==> src/rtl/apb_gpio_arb_if.sv <==
// Bundle of requester-side and APB-side signals around the apb_gpio_arb sequencer.
// The slave modport is the arbiter's view; the master modport is the environment's view.
interface apb_gpio_arb_if #(
  parameter int ADDR_W = 32,
  parameter int DATA_W = 32
);
  logic              m0_req,   m1_req;
  logic              m0_write, m1_write;
  logic [ADDR_W-1:0] m0_addr,  m1_addr;
  logic [DATA_W-1:0] m0_wdata, m1_wdata;
  logic              m0_gnt,   m1_gnt;
  logic              m0_done,  m1_done;
  logic              m0_err,   m1_err;
  logic [DATA_W-1:0] m0_rdata, m1_rdata;

  logic              apb_psel, apb_penable, apb_pwrite;
  logic [ADDR_W-1:0] apb_paddr;
  logic [DATA_W-1:0] apb_pwdata;
  logic [DATA_W-1:0] apb_prdata;

  modport slave (
    input  m0_req, m1_req, m0_write, m1_write, m0_addr, m1_addr, m0_wdata, m1_wdata,
    output m0_gnt, m1_gnt, m0_done, m1_done, m0_err, m1_err, m0_rdata, m1_rdata,
    output apb_psel, apb_penable, apb_pwrite, apb_paddr, apb_pwdata,
    input  apb_prdata
  );

  modport master (
    output m0_req, m1_req, m0_write, m1_write, m0_addr, m1_addr, m0_wdata, m1_wdata,
    input  m0_gnt, m1_gnt, m0_done, m1_done, m0_err, m1_err, m0_rdata, m1_rdata,
    input  apb_psel, apb_penable, apb_pwrite, apb_paddr, apb_pwdata,
    output apb_prdata
  );
endinterface

==> src/rtl/apb_gpio_arb.sv <==
// Two-port round-robin arbiter and APB master sequencer in front of apb_gpio.
// Holds the address for HOLD_CYC cycles after access because the slave has no pready.
module apb_gpio_arb #(
  parameter int ADDR_W   = 32,
  parameter int DATA_W   = 32,
  parameter int HOLD_CYC = 1
) (
  input  logic          apb_pclk,
  input  logic          apb_prstn,
  apb_gpio_arb_if.slave bus
);

  typedef enum logic [2:0] {S_IDLE, S_SETUP, S_ACCESS, S_HOLD, S_DONE} state_e;

  state_e            state_q, state_d;
  logic              last_q, last_d;
  logic              sel_q, sel_d;
  logic              err_pend_q, err_pend_d;
  logic [3:0]        cnt_q, cnt_d;
  logic              psel_q, psel_d, penable_q, penable_d, pwrite_q, pwrite_d;
  logic [ADDR_W-1:0] paddr_q, paddr_d;
  logic [DATA_W-1:0] pwdata_q, pwdata_d;
  logic              gnt0_q, gnt0_d, gnt1_q, gnt1_d;
  logic              done0_q, done0_d, done1_q, done1_d;
  logic              err0_q, err0_d, err1_q, err1_d;
  logic [DATA_W-1:0] rdata0_q, rdata0_d, rdata1_q, rdata1_d;

  // Request mux: on a tie the port not granted last wins.
  logic              any_req, pick, req_wr, req_legal;
  logic [ADDR_W-1:0] req_addr;
  logic [DATA_W-1:0] req_wdata, result;

  assign any_req   = bus.m0_req | bus.m1_req;
  assign pick      = (bus.m0_req & bus.m1_req) ? ~last_q : bus.m1_req;
  assign req_wr    = pick ? bus.m1_write : bus.m0_write;
  assign req_addr  = pick ? bus.m1_addr  : bus.m0_addr;
  assign req_wdata = pick ? bus.m1_wdata : bus.m0_wdata;
  assign req_legal = req_wr ? (req_addr[7:0] == 8'h44 || req_addr[7:0] == 8'h54)
                            : (req_addr[7:0] == 8'h48 || req_addr[7:0] == 8'h58);
  assign result    = (err_pend_q | pwrite_q) ? '0 : bus.apb_prdata;

  always_comb begin
    // NOTE: every output of this block gets a default first so no path leaves a
    // signal unassigned, which would otherwise infer a latch.
    state_d    = state_q;
    last_d     = last_q;
    sel_d      = sel_q;
    err_pend_d = err_pend_q;
    cnt_d      = cnt_q;
    psel_d     = 1'b0;
    penable_d  = 1'b0;
    pwrite_d   = pwrite_q;
    paddr_d    = paddr_q;
    pwdata_d   = pwdata_q;
    gnt0_d     = 1'b0;
    gnt1_d     = 1'b0;
    done0_d    = 1'b0;
    done1_d    = 1'b0;
    err0_d     = 1'b0;
    err1_d     = 1'b0;
    rdata0_d   = rdata0_q;
    rdata1_d   = rdata1_q;

    unique case (state_q)
      S_IDLE: begin
        if (any_req) begin
          last_d     = pick;
          sel_d      = pick;
          gnt0_d     = ~pick;
          gnt1_d     = pick;
          err_pend_d = ~req_legal;
          if (req_legal) begin
            state_d  = S_SETUP;
            psel_d   = 1'b1;
            pwrite_d = req_wr;
            paddr_d  = req_addr;
            pwdata_d = req_wdata;
          end else begin
            state_d  = S_DONE;
          end
        end
      end
      S_SETUP: begin
        state_d   = S_ACCESS;
        psel_d    = 1'b1;
        penable_d = 1'b1;
      end
      S_ACCESS: begin
        state_d = S_HOLD;
        cnt_d   = 4'(HOLD_CYC - 1);
      end
      S_HOLD: begin
        if (cnt_q == 4'd0) state_d = S_DONE;
        else               cnt_d   = cnt_q - 4'd1;
      end
      S_DONE: begin
        state_d = S_IDLE;
        if (sel_q) begin
          done1_d  = 1'b1;
          err1_d   = err_pend_q;
          rdata1_d = result;
        end else begin
          done0_d  = 1'b1;
          err0_d   = err_pend_q;
          rdata0_d = result;
        end
      end
      default: state_d = S_IDLE;
    endcase
  end

  // NOTE: sequential state uses non-blocking assignments so every flop samples
  // pre-edge values regardless of statement order.
  always_ff @(posedge apb_pclk) begin
    if (!apb_prstn) begin
      state_q    <= S_IDLE;
      last_q     <= 1'b1;
      sel_q      <= 1'b0;
      err_pend_q <= 1'b0;
      cnt_q      <= 4'd0;
      psel_q     <= 1'b0;
      penable_q  <= 1'b0;
      pwrite_q   <= 1'b0;
      paddr_q    <= '0;
      pwdata_q   <= '0;
      gnt0_q     <= 1'b0;
      gnt1_q     <= 1'b0;
      done0_q    <= 1'b0;
      done1_q    <= 1'b0;
      err0_q     <= 1'b0;
      err1_q     <= 1'b0;
      rdata0_q   <= '0;
      rdata1_q   <= '0;
    end else begin
      state_q    <= state_d;
      last_q     <= last_d;
      sel_q      <= sel_d;
      err_pend_q <= err_pend_d;
      cnt_q      <= cnt_d;
      psel_q     <= psel_d;
      penable_q  <= penable_d;
      pwrite_q   <= pwrite_d;
      paddr_q    <= paddr_d;
      pwdata_q   <= pwdata_d;
      gnt0_q     <= gnt0_d;
      gnt1_q     <= gnt1_d;
      done0_q    <= done0_d;
      done1_q    <= done1_d;
      err0_q     <= err0_d;
      err1_q     <= err1_d;
      rdata0_q   <= rdata0_d;
      rdata1_q   <= rdata1_d;
    end
  end

  assign bus.m0_gnt      = gnt0_q;
  assign bus.m1_gnt      = gnt1_q;
  assign bus.m0_done     = done0_q;
  assign bus.m1_done     = done1_q;
  assign bus.m0_err      = err0_q;
  assign bus.m1_err      = err1_q;
  assign bus.m0_rdata    = rdata0_q;
  assign bus.m1_rdata    = rdata1_q;
  assign bus.apb_psel    = psel_q;
  assign bus.apb_penable = penable_q;
  assign bus.apb_pwrite  = pwrite_q;
  assign bus.apb_paddr   = paddr_q;
  assign bus.apb_pwdata  = pwdata_q;

endmodule

==> src/flat_wrapper.sv <==
// flat-port wrapper written by rule: the top's interface ports become plain ports
module apb_gpio_arb_flat 
#(
  parameter int ADDR_W   = 32,
  parameter int DATA_W   = 32,
  parameter int HOLD_CYC = 1
)
  (apb_pclk, apb_prstn, bus_m0_req, bus_m1_req, bus_m0_write, bus_m1_write, bus_m0_addr, bus_m1_addr, bus_m0_wdata, bus_m1_wdata, bus_m0_gnt, bus_m1_gnt, bus_m0_done, bus_m1_done, bus_m0_err, bus_m1_err, bus_m0_rdata, bus_m1_rdata, bus_apb_psel, bus_apb_penable, bus_apb_pwrite, bus_apb_paddr, bus_apb_pwdata, bus_apb_prdata);
  apb_gpio_arb_if #(.ADDR_W(ADDR_W), .DATA_W(DATA_W)) bus_i ();
  input  logic apb_pclk;
  input  logic apb_prstn;
  input wire logic [$bits(bus_i.m0_req)-1:0] bus_m0_req;
  input wire logic [$bits(bus_i.m1_req)-1:0] bus_m1_req;
  input wire logic [$bits(bus_i.m0_write)-1:0] bus_m0_write;
  input wire logic [$bits(bus_i.m1_write)-1:0] bus_m1_write;
  input wire logic [$bits(bus_i.m0_addr)-1:0] bus_m0_addr;
  input wire logic [$bits(bus_i.m1_addr)-1:0] bus_m1_addr;
  input wire logic [$bits(bus_i.m0_wdata)-1:0] bus_m0_wdata;
  input wire logic [$bits(bus_i.m1_wdata)-1:0] bus_m1_wdata;
  output wire logic [$bits(bus_i.m0_gnt)-1:0] bus_m0_gnt;
  output wire logic [$bits(bus_i.m1_gnt)-1:0] bus_m1_gnt;
  output wire logic [$bits(bus_i.m0_done)-1:0] bus_m0_done;
  output wire logic [$bits(bus_i.m1_done)-1:0] bus_m1_done;
  output wire logic [$bits(bus_i.m0_err)-1:0] bus_m0_err;
  output wire logic [$bits(bus_i.m1_err)-1:0] bus_m1_err;
  output wire logic [$bits(bus_i.m0_rdata)-1:0] bus_m0_rdata;
  output wire logic [$bits(bus_i.m1_rdata)-1:0] bus_m1_rdata;
  output wire logic [$bits(bus_i.apb_psel)-1:0] bus_apb_psel;
  output wire logic [$bits(bus_i.apb_penable)-1:0] bus_apb_penable;
  output wire logic [$bits(bus_i.apb_pwrite)-1:0] bus_apb_pwrite;
  output wire logic [$bits(bus_i.apb_paddr)-1:0] bus_apb_paddr;
  output wire logic [$bits(bus_i.apb_pwdata)-1:0] bus_apb_pwdata;
  input wire logic [$bits(bus_i.apb_prdata)-1:0] bus_apb_prdata;
  assign bus_i.m0_req = bus_m0_req;
  assign bus_i.m1_req = bus_m1_req;
  assign bus_i.m0_write = bus_m0_write;
  assign bus_i.m1_write = bus_m1_write;
  assign bus_i.m0_addr = bus_m0_addr;
  assign bus_i.m1_addr = bus_m1_addr;
  assign bus_i.m0_wdata = bus_m0_wdata;
  assign bus_i.m1_wdata = bus_m1_wdata;
  assign bus_m0_gnt = bus_i.m0_gnt;
  assign bus_m1_gnt = bus_i.m1_gnt;
  assign bus_m0_done = bus_i.m0_done;
  assign bus_m1_done = bus_i.m1_done;
  assign bus_m0_err = bus_i.m0_err;
  assign bus_m1_err = bus_i.m1_err;
  assign bus_m0_rdata = bus_i.m0_rdata;
  assign bus_m1_rdata = bus_i.m1_rdata;
  assign bus_apb_psel = bus_i.apb_psel;
  assign bus_apb_penable = bus_i.apb_penable;
  assign bus_apb_pwrite = bus_i.apb_pwrite;
  assign bus_apb_paddr = bus_i.apb_paddr;
  assign bus_apb_pwdata = bus_i.apb_pwdata;
  assign bus_i.apb_prdata = bus_apb_prdata;
  apb_gpio_arb #(.ADDR_W(ADDR_W), .DATA_W(DATA_W), .HOLD_CYC(HOLD_CYC)) u_core (.apb_pclk(apb_pclk), .apb_prstn(apb_prstn), .bus(bus_i));
endmodule
==> config.mk <==
export PLATFORM = sky130hd
export DESIGN_NAME = apb_gpio_arb_flat
export DESIGN_NICKNAME = d
export VERILOG_FILES = /design/src/rtl/apb_gpio_arb_if.sv /design/src/rtl/apb_gpio_arb.sv /design/src/flat_wrapper.sv
export SDC_FILE = /design/constraint.sdc
export NUM_CORES = 1
export LEC_CHECK = 0
export CAP_MARGIN = 40
export CORE_UTILIZATION = 35
export CTS_CLUSTER_SIZE = 10
export DETAILED_ROUTE_END_ITERATION = 10
export PLACE_DENSITY = 0.72
export SYNTH_ARGS = -nofsm -noshare
export SYNTH_HDL_FRONTEND = slang
export SYNTH_SLANG_ARGS = --single-unit
==> constraint.sdc <==
create_clock -name apb_pclk -period 2.3 [get_ports apb_pclk]
set_input_delay 0.345 -clock apb_pclk [delete_from_list [all_inputs] [get_ports apb_pclk]]
set_output_delay 0.345 -clock apb_pclk [all_outputs]
set_load 0.01 [all_outputs]
# Yosys cells after proc, flatten, opt, wreduce, memory -nomap -nowiden
# Cells that the tools add are included.
[classes] addsub=1 eq_ne=11 muxes=18 bitwise=9 n_reduce_logical=15
[ops] op="$mux W32" count=3
[ops] op="$eq A8 B7 Y1 const B" count=4
[ops] op="$pmux W3 S4" count=1
[ops] op="$reduce_and A2 Y1" count=6
[ops] op="$mux W3" count=3
[ops] op="$reduce_and A3 Y1" count=3
[ops] op="$mux W1" count=8
[ops] op="$pmux W4 S2" count=1
[ops] op="$eq A3 B2 Y1 const B" count=2
[ops] op="$not A1 Y1" count=6
[ops] op="$logic_not A4 Y1" count=1
[ops] op="$mux W4" count=1
[ops] op="$ne A2 B1 Y1 const B" count=2
[ops] op="$sub A4 B1 Y4 const B" count=1
[ops] op="$eq A3 B1 Y1 const B" count=1
[ops] op="$eq A3 B3 Y1 const B" count=1
[ops] op="$logic_not A3 Y1" count=1
[ops] op="$reduce_or A3 Y1" count=1
[ops] op="$logic_or A1 B1 Y1" count=2
[ops] op="$ne A2 B2 Y1 const B" count=1
[ops] op="$or A1 B1 Y1" count=2
[ops] op="$pmux W1 S2" count=1
[ops] op="$reduce_bool A2 Y1" count=1
[ops] op="$and A1 B1 Y1" count=1
[word_totals] ff_bits=147 input_bits=166 out_inout_bits=137 wordCells=72

# Depth between registers and ports, before layout
# Gate-level depths: netlist of the first run.
[logic_depth] word_depth=9 depth_mapped=7 depth_no_buf=6

# Least setup slack after synthesis of the first run
# No wires, ideal clock.
[synth_timing] path_type="input to register" start="input port bus_m0_addr[5]" end="register u_core.pwrite_q (netlist: u_core.bus.apb_pwrite)" setup_time_ns=0.131 arrival_ns=1.762 required_ns=2.169 path_slack_ns=0.407 stages=5 path_buffers=1 cell_sequence="or4b_4 a2111oi_4 o31ai_4 buf_6 o2bb2ai_1"
[synth_between] elab_chain_len=5 elab_cells_between_ends=9 cone_classes="eq/ne (4); mux (2); reduce/logical (3)"
[synth_lines] item="from (decl)" line_no="flat_wrapper.sv:16" source="input wire logic [$bits(bus_i.m0_addr)-1:0] bus_m0_addr;"
[synth_lines] item="$mux W32 (*)" line_no="apb_gpio_arb.sv:36" source="assign req_addr = pick ? bus.m1_addr : bus.m0_addr;"
[synth_lines] item="$eq A8 B7 Y1, on equally long branches" line_no="apb_gpio_arb.sv:39, apb_gpio_arb.sv:38"
[synth_lines] item="$logic_or A1 B1 Y1, on equally long branches" line_no="apb_gpio_arb.sv:39, apb_gpio_arb.sv:38"
[synth_lines] item="$mux W1 (*)" line_no="apb_gpio_arb.sv:38" source="assign req_legal = req_wr ? (req_addr[7:0] == 8'h44 || req_addr[7:0] == 8'h54)"
[synth_lines] item="$reduce_and A3 Y1 (no source line) (*)"
[synth_lines] item="to (signal assigned)" line_no="apb_gpio_arb.sv:142" source="pwrite_q <= pwrite_d;"
[synth_lines] item="to (decl)" line_no="apb_gpio_arb.sv:20" source="logic psel_q, psel_d, penable_q, penable_d, pwrite_q, pwrite_d;"
# Every way passes the cells marked *; elsewhere a longest branch is shown, timed or not.
# A chain may end at the register's enable or synchronous reset.

# Worst setup path in the final report of the first run
[layout_timing] start="input port bus_m0_addr[3]" end="register u_core.paddr_q[7] (netlist: u_core.bus.apb_paddr[7])"
[layout_between] elab_chain_len=5 elab_cells_between_ends=9 cone_classes="eq/ne (4); mux (2); reduce/logical (3)"
[layout_lines] item="$mux W32 (*)" line_no="apb_gpio_arb.sv:36"
[layout_lines] item="$eq A8 B7 Y1, on equally long branches" line_no="apb_gpio_arb.sv:39, apb_gpio_arb.sv:38"
[layout_lines] item="$logic_or A1 B1 Y1, on equally long branches" line_no="apb_gpio_arb.sv:39, apb_gpio_arb.sv:38"
[layout_lines] item="$mux W1 (*)" line_no="apb_gpio_arb.sv:38"
[layout_lines] item="$reduce_and A3 Y1 (no source line) (*)"
[layout_lines] item="to (signal assigned)" line_no="apb_gpio_arb.sv:143" source="paddr_q <= paddr_d;"
[layout_lines] item="to (decl)" line_no="apb_gpio_arb.sv:21" source="logic [ADDR_W-1:0] paddr_q, paddr_d;"
# Marks and branches as above.

==> metrics.cfg, run 1 <==
[final_layout]
drive_gt1_frac=0.1471
final_cells=1130
synthToLayoutAreaGrowth_pct=65.70
fillers=1499
final_nets=1060
multi_input_area_um2=2929
regArea_um2=2943

[clock_network]
cts_buffers=17
hold_buffers=0
cts.sinks=147
cts_tree=yes
cts_max_path_buffers=2
cts_max_level=4
postCtsSetupBuffers=0
clkSlewWorstSetupHoldPaths_ns=0.06
clkLatencyLatePin_ns=0.42
clockRootBuffer=clkbuf_16
cts.repair.resized=0

[placement]
routabilityCongestion=0.8492
dp_hpwl_mm=14.45
pre_cts_ws_ns=-0.2013
dp.cells=1098
portBuffers=302

[global_route]
gr-total-overflow=0
grt_max_degree=53
grt_use_total=0.2155
antenna_found_initial=1
grt_pass1_vias=5481
grt_pass1_wl_mm=29.66

[logic_synthesis]
synth-edff-count=0
synthTopCellsByCount=dfxtp_1 (147), nand2_1 (70), a21oi_1 (68), nand3_1 (67), mux2i_1 (61)
yosys.area.top_type=dfxtp_1
yosysMostFrequentCell=dfxtp_1
synth-seq-area-share=0.4776
syn_inst=587
avgSynthCellArea_um2=10.50
postSynth.asyncResetShare=0
synthTopCellsByArea=dfxtp_1 (48%), o2bb2ai_2 (14%), mux2i_1 (9.9%)
syn_area_um2=6162
yosysUniqueCellTypes=41
yosysTopAreaCellShare=0.4776
syn-num-nets=755
yosysWarnings=0
ys.flop_type=dfxtp_1
synth-seq-cells=147

[pwr]
max-vdd-ir-drop_v=0.0004652
p_per_area_nw_per_um2=654.8
leakage_nw=3.613
p_total_mw=6.686

[setup_path]
r2r_setup_slack_ns=0.32
critPathTopFamily=buffers and inverters
max_stage_delay_ns=0.52
crit_path_max_fanout=17
cp.depth=7
start_kind=primary input
reg2reg_depth=5
path_class=primary input to flip-flop
cp.buffers_inverters=3
cp.arrival_ns=2.38
crit_path_cell_trace=clkdlybuf4s50_1, or3b_2, a2111oi_4, buf_4, o31ai_4, buf_12, and2_1
r2r-start=u_core.state_q[2]
slowest_stage=or3b_2
required_ns=2.60
crit_path_end_kind=flip-flop
r2r-end=u_core.bus.apb_paddr[7]

[die]
ioPinCount=303
dieArea_um2=18140
die_h_um=134.7
die_x_um=134.7
initial_utilization=0.3575
num_rows=48
core_um2=17240

[timing]
holdWs_ns=0.4512
worst_pin_slew_ns=0.6970
post-route-period-util=0.9025
setup_viol=0
slew_headroom=0.5342
min_period_ns=2.076
finalHoldViolCount=0
skew_ns=0.01103
max_freq_mhz=481.8
fin_ws_ns=0.2243
maxSlewViolCount=0
rsz0062_at_grt=false

[drt]
drt_iter0_markers=252
drc=0
wl_per_cell_um=17.54
via_count=5586
drtPass1Iterations=4
drt_wl_total_mm=19.82
antenna_left=0
via_per_inst=4.943

[hold_path]
whs_path_depth=2
hold_path_class=flip-flop to flip-flop
holdPathEnd=u_core.bus.m1_rdata[3]
hold_start=u_core.bus.m1_rdata[3]

[run_status]
status=complete, no violations

[job]
maxCapViolCount=0

## worst reg2reg max path, cell delays in order (launching register included)
cell and delay, ns:
dfxtp_1 0.39, or3_2 0.55, o21ai_0 0.33, o31ai_4 0.21, buf_12 0.21, and2_1 0.17
## how the worst max path moves through the flow
stage | startpoint | to | slack, ns
after floorplan | bus_m0_addr[5] | u_core.bus.apb_pwrite | 0.41
after global placement | bus_m0_addr[3] | u_core.bus.apb_paddr[0] | -0.19
after detailed placement | bus_m0_addr[3] | u_core.bus.apb_paddr[0] | -0.20
after CTS | u_core.state_q[2] | u_core.bus.apb_pwrite | 0.13
after global routing | bus_m0_addr[3] | u_core.bus.apb_paddr[7] | 0.19
final | bus_m0_addr[3] | u_core.bus.apb_paddr[7] | 0.22
## through the flow
step | instance area, um2 | utilization | setup TNS, ns
finish | 10210 | 0.5924 | 0
global route | 10210 | 0.5924 | 0
CTS | 10200 | 0.5920 | 0
detailed placement | 9539 | 0.5534 | -11.19
global placement | 9539 | 0.5534 | -11.00
floorplan | 6162 | - | 0
## placed cells by master, fill, tap and decap left out, types with 2 or more instances in the layout
master and count:
clkinv_2 3, o2bb2ai_2 59, clkbuf_16 17, dfxtp_1 147, nor4b_1 3, nand2_1 70
bufinv_16 6, buf_4 23, nor3_1 2, buf_12 9, o2bb2ai_1 2, nand3b_1 3
nand3_1 67, a21oi_1 68, o21ai_0 5, and3_1 2, mux2i_1 61, ha_1 2
xor2_1 2, and2_1 5, nor2_1 16, clkbuf_8 2, inv_1 3, clkdlybuf4s50_1 302
clkbuf_1 2
## registers in the layout (all words and copies together), names as in the netlist, 3 cells and up
register / flops
u_core.state_q: 3
u_core.cnt_q: 4
u_core.bus.m1_rdata: 32
u_core.bus.apb_paddr: 32
u_core.bus.apb_pwdata: 32
u_core.bus.m0_rdata: 32
## logic make-up (layout without fill, tap and decap cells)
family	after synthesis	after routing	share of synthesized area
AND/OR/NAND/NOR	181	181	0.1409
flip-flops	147	147	0.4776
AO/OA/AOI/OAI	142	142	0.2229
multiplexers	61	61	0.09909
buffers and inverters	52	369	0.05259
adder cells (fa/ha/maj)	2	2	0.004060
XOR/XNOR	2	2	0.002843
other	0	1	0
## area by class of cell
| cell class | count | area share |
|---|---|---|
| timing repair buffer | 334 | 0.3306 |
| inverter | 4 | 0.001470 |
| multi-input combinational | 388 | 0.2869 |
| clock buffer | 21 | 0.04509 |
| clock inverter | 10 | 0.01997 |
| tap | 225 | 0.02757 |
| antenna | 1 | 0.0002451 |
| sequential | 147 | 0.2882 |
## report_power, final
group / total (mW) / switching [mW] / leakage [nW] / internal, mW
Sequential: 2.63 / 0.0332 / 1.19 / 2.60
Combinational: 0.915 / 0.406 / 2.10 / 0.509
Clock: 3.14 / 1.05 / 0.327 / 2.08
## metal layers
| metal | part of all wire | wire length (um) | up-vias | track usage |
|---|---|---|---|---|
| li1 | - | - | 2724 | - |
| met1 | 0.41 | 8050 | 2608 | 0.2494 |
| met2 | 0.47 | 9307 | 230 | 0.3537 |
| met3 | 0.10 | 2074 | 24 | 0.08634 |
| met4 | 0.019 | 386 | 0 | 0.08739 |
| met5 | 0 | 0 | - | 0 |
(Power assumes the default switching activity.)
==> inputs of run 2 (changes only) <==
--- a/config.mk
+++ b/config.mk
@@ -6,10 +6,11 @@
 export NUM_CORES = 1
 export LEC_CHECK = 0
 export CAP_MARGIN = 40
-export CORE_UTILIZATION = 35
+export CORE_UTILIZATION = 41
 export CTS_CLUSTER_SIZE = 10
 export DETAILED_ROUTE_END_ITERATION = 10
-export PLACE_DENSITY = 0.72
+export PLACE_DENSITY = 0.82
+export RECOVER_POWER = 100
 export SYNTH_ARGS = -nofsm -noshare
 export SYNTH_HDL_FRONTEND = slang
 export SYNTH_SLANG_ARGS = --single-unit
==> metrics.cfg, run 2 (synthesis gave the netlist of run 1 again) <==
[die]
ioPinCount=303  ; unchanged
core_um2=14590  ; -15%
die_x_um=124.6  ; -7.5%
die_h_um=124.6  ; -7.5%
num_rows=44  ; -8.3%
dieArea_um2=15520  ; -14%
initial_utilization=0.4224  ; +0.06488

[final_layout]
drive_gt1_frac=0.07556  ; -0.07157
synthToLayoutAreaGrowth_pct=56.43
mostFrequentLayoutCell=clkdlybuf4s50_1
final_nets=1055  ; -0.47%
final_cell_mix=clkdlybuf4s50_1 (165), dfxtp_1 (147), dlygate4sd3_1 (137), nand2_1 (70), a21oi_1 (68)
final_cells=1084  ; -4.1%
antenna_cells=0  ; -1
fillers=1169  ; -22%

[drt]
via_per_inst=5.161  ; +4.4%
wl_per_cell_um=17.86  ; +1.8%
antenna_left=0  ; unchanged
via_count=5595  ; +0.16%
drt_iter0_markers=316  ; +25%
drt_wl_total_mm=19.36  ; -2.3%
drtPass1Iterations=5  ; +1
drc=0  ; unchanged

[clock_network]
cts_max_level=4  ; unchanged
cts.repair.resized=0  ; unchanged
clkLatencyLatePin_ns=0.42  ; about the same
postCtsSetupBuffers=0  ; unchanged
clockRootBuffer=clkbuf_16
cts_max_path_buffers=2  ; unchanged
cts_tree=yes
clkSlewWorstSetupHoldPaths_ns=0.06  ; about the same
cts.sinks=147  ; unchanged
hold_buffers=0  ; unchanged
cts_buffers=17  ; unchanged

[timing]
post-route-period-util=0.9542  ; +0.05175
maxSlewViolCount=0  ; unchanged
slew_headroom=0.4615  ; -0.07278
skew_ns=0.01162  ; +0.0005967 ns
worst_pin_slew_ns=0.8078  ; +0.1108 ns
min_period_ns=2.195  ; +0.1190 ns
rsz0062_at_grt=false
setup_viol=0  ; unchanged
holdWs_ns=0.4476  ; -0.003575 ns
finalHoldViolCount=0  ; unchanged
max_freq_mhz=455.6  ; -5.4%
tns_ns=0  ; unchanged

[setup_path]
cp.arrival_ns=2.49  ; +0.11 ns
crit_path_end_kind=flip-flop
max_stage_delay_ns=0.48  ; -0.04 ns
crit_path_cell_trace=clkdlybuf4s50_1, or3b_2, a2111oi_0, clkbuf_1, o31ai_2, buf_12, and2_0
cp.buffers_inverters=3  ; unchanged
path_class=primary input to flip-flop
crit_path_max_fanout=31  ; +14
slowest_stage=clkdlybuf4s50_1
required_ns=2.60  ; about the same
start_kind=primary input
critPathTopFamily=buffers and inverters

[placement]
dp_hpwl_mm=14.01  ; -3.1%
portBuffers=302  ; unchanged
routabilityCongestion=0.8300  ; -2.3%
dp.cells=1052  ; -4.2%

[hold_path]
hold_path_class=flip-flop to flip-flop

[pwr]
power_switching_mw=1.435  ; -3.9%
p_total_mw=6.374  ; -4.7%
seqPwrFrac=0.412  ; +0.018
p_per_area_nw_per_um2=661.2  ; +0.99%
p_sw_frac=0.2251  ; +0.001726
leakage_nw=3.917  ; +8.4%
max-vdd-ir-drop_v=0.0005757  ; +24%
combinationalPowerShare=0.131  ; -0.006
clock_power_share=0.457  ; -0.012
internal_power_mw=4.939  ; -4.9%

[global_route]
antenna_found_initial=0  ; -1
grt_pass1_vias=5520  ; +0.71%
gr-total-overflow=0  ; unchanged
grt_pass1_wl_mm=30.33  ; +2.3%
grt_max_degree=50  ; -5.7%
grt_use_total=0.2503  ; +0.03476

[run_status]
status=complete, no violations

[job]
maxCapViolCount=0  ; unchanged

## run 2: cell types whose count changed in the layout (fill, tap and decap cells not counted), moves of 4 or more
| cell | change |
|---|---|
| buf_12 | -4 |
| clkbuf_8 | +4 |
| o2bb2ai_2 | -55 |
| o2bb2ai_1 | +55 |
| buf_4 | -9 |
| clkdlybuf4s50_1 | -137 |
| dlygate4sd3_1 | +137 |
## run 2: per-stage QoR
stage / util / setup slack (ns) / cell area, um2
final: 0.6607 / 0.1053 / 9639
after global routing: 0.6607 / 0.05328 / 9639
after CTS: 0.6886 / 0.1529 / 10050
after detailed placement: 0.6452 / -0.1269 / 9413
after global placement: 0.6452 / -0.1219 / 9413
after floorplan: - / 0.4068 / 6162
## run 2: metal layers
metal | wire, um | vias to the layer above | track usage | part of all wire
met5 | 0 | - | 0 | 0
met4 | 253 | 0 | 0.07583 | 0.013
met3 | 1825 | 16 | 0.09321 | 0.094
met2 | 9676 | 239 | 0.4316 | 0.50
met1 | 7599 | 2625 | 0.2857 | 0.39
li1 | - | 2715 | - | -
## run 2: worst paths after layout
check | start | to | slack [ns] | depth (start not counted)
worst min-delay path | u_core.bus.apb_paddr[0] | u_core.bus.apb_paddr[0] | 0.45 | 1
worst max-delay path | bus_m0_addr[3] | u_core.bus.apb_paddr[7] | 0.11 | 7
worst max register to register | u_core.state_q[1] | u_core.bus.apb_paddr[21] | 0.16 | 5
worst min register to register | u_core.bus.apb_paddr[0] | u_core.bus.apb_paddr[0] | 0.45 | 1
## run 2: final cells by class
cell class	instances	area (um2)	area share
flip-flops and latches	147	2943	0.3053
clock buffers	24	511.7	0.05309
clock inverters	8	121.4	0.01259
repair buffers	329	3272	0.3394
inverters	4	15.01	0.001558
multi-input cells	388	2546	0.2641
well taps	184	230.2	0.02388
## run 2: power by group through the flow
| stage | Combinational, mW | Sequential [mW] | Clock [mW] |
|---|---|---|---|
| floorplan | 0.367 | 2.70 | 0 |
| global placement | 0.886 | 2.68 | 0 |
| detailed placement | 0.891 | 2.69 | 0 |
| CTS | 0.896 | 2.63 | 2.97 |
| global route | 0.895 | 2.63 | 3.09 |
| finish | 0.835 | 2.63 | 2.91 |
## run 2: worst reg2reg max path, delay by kind of cell (launching register included)
family | cells | cell delay [ns]
flops | 1 | 0.38
compound gates | 2 | 0.41
simple gates | 2 | 1.05
buf+inv | 1 | 0.22
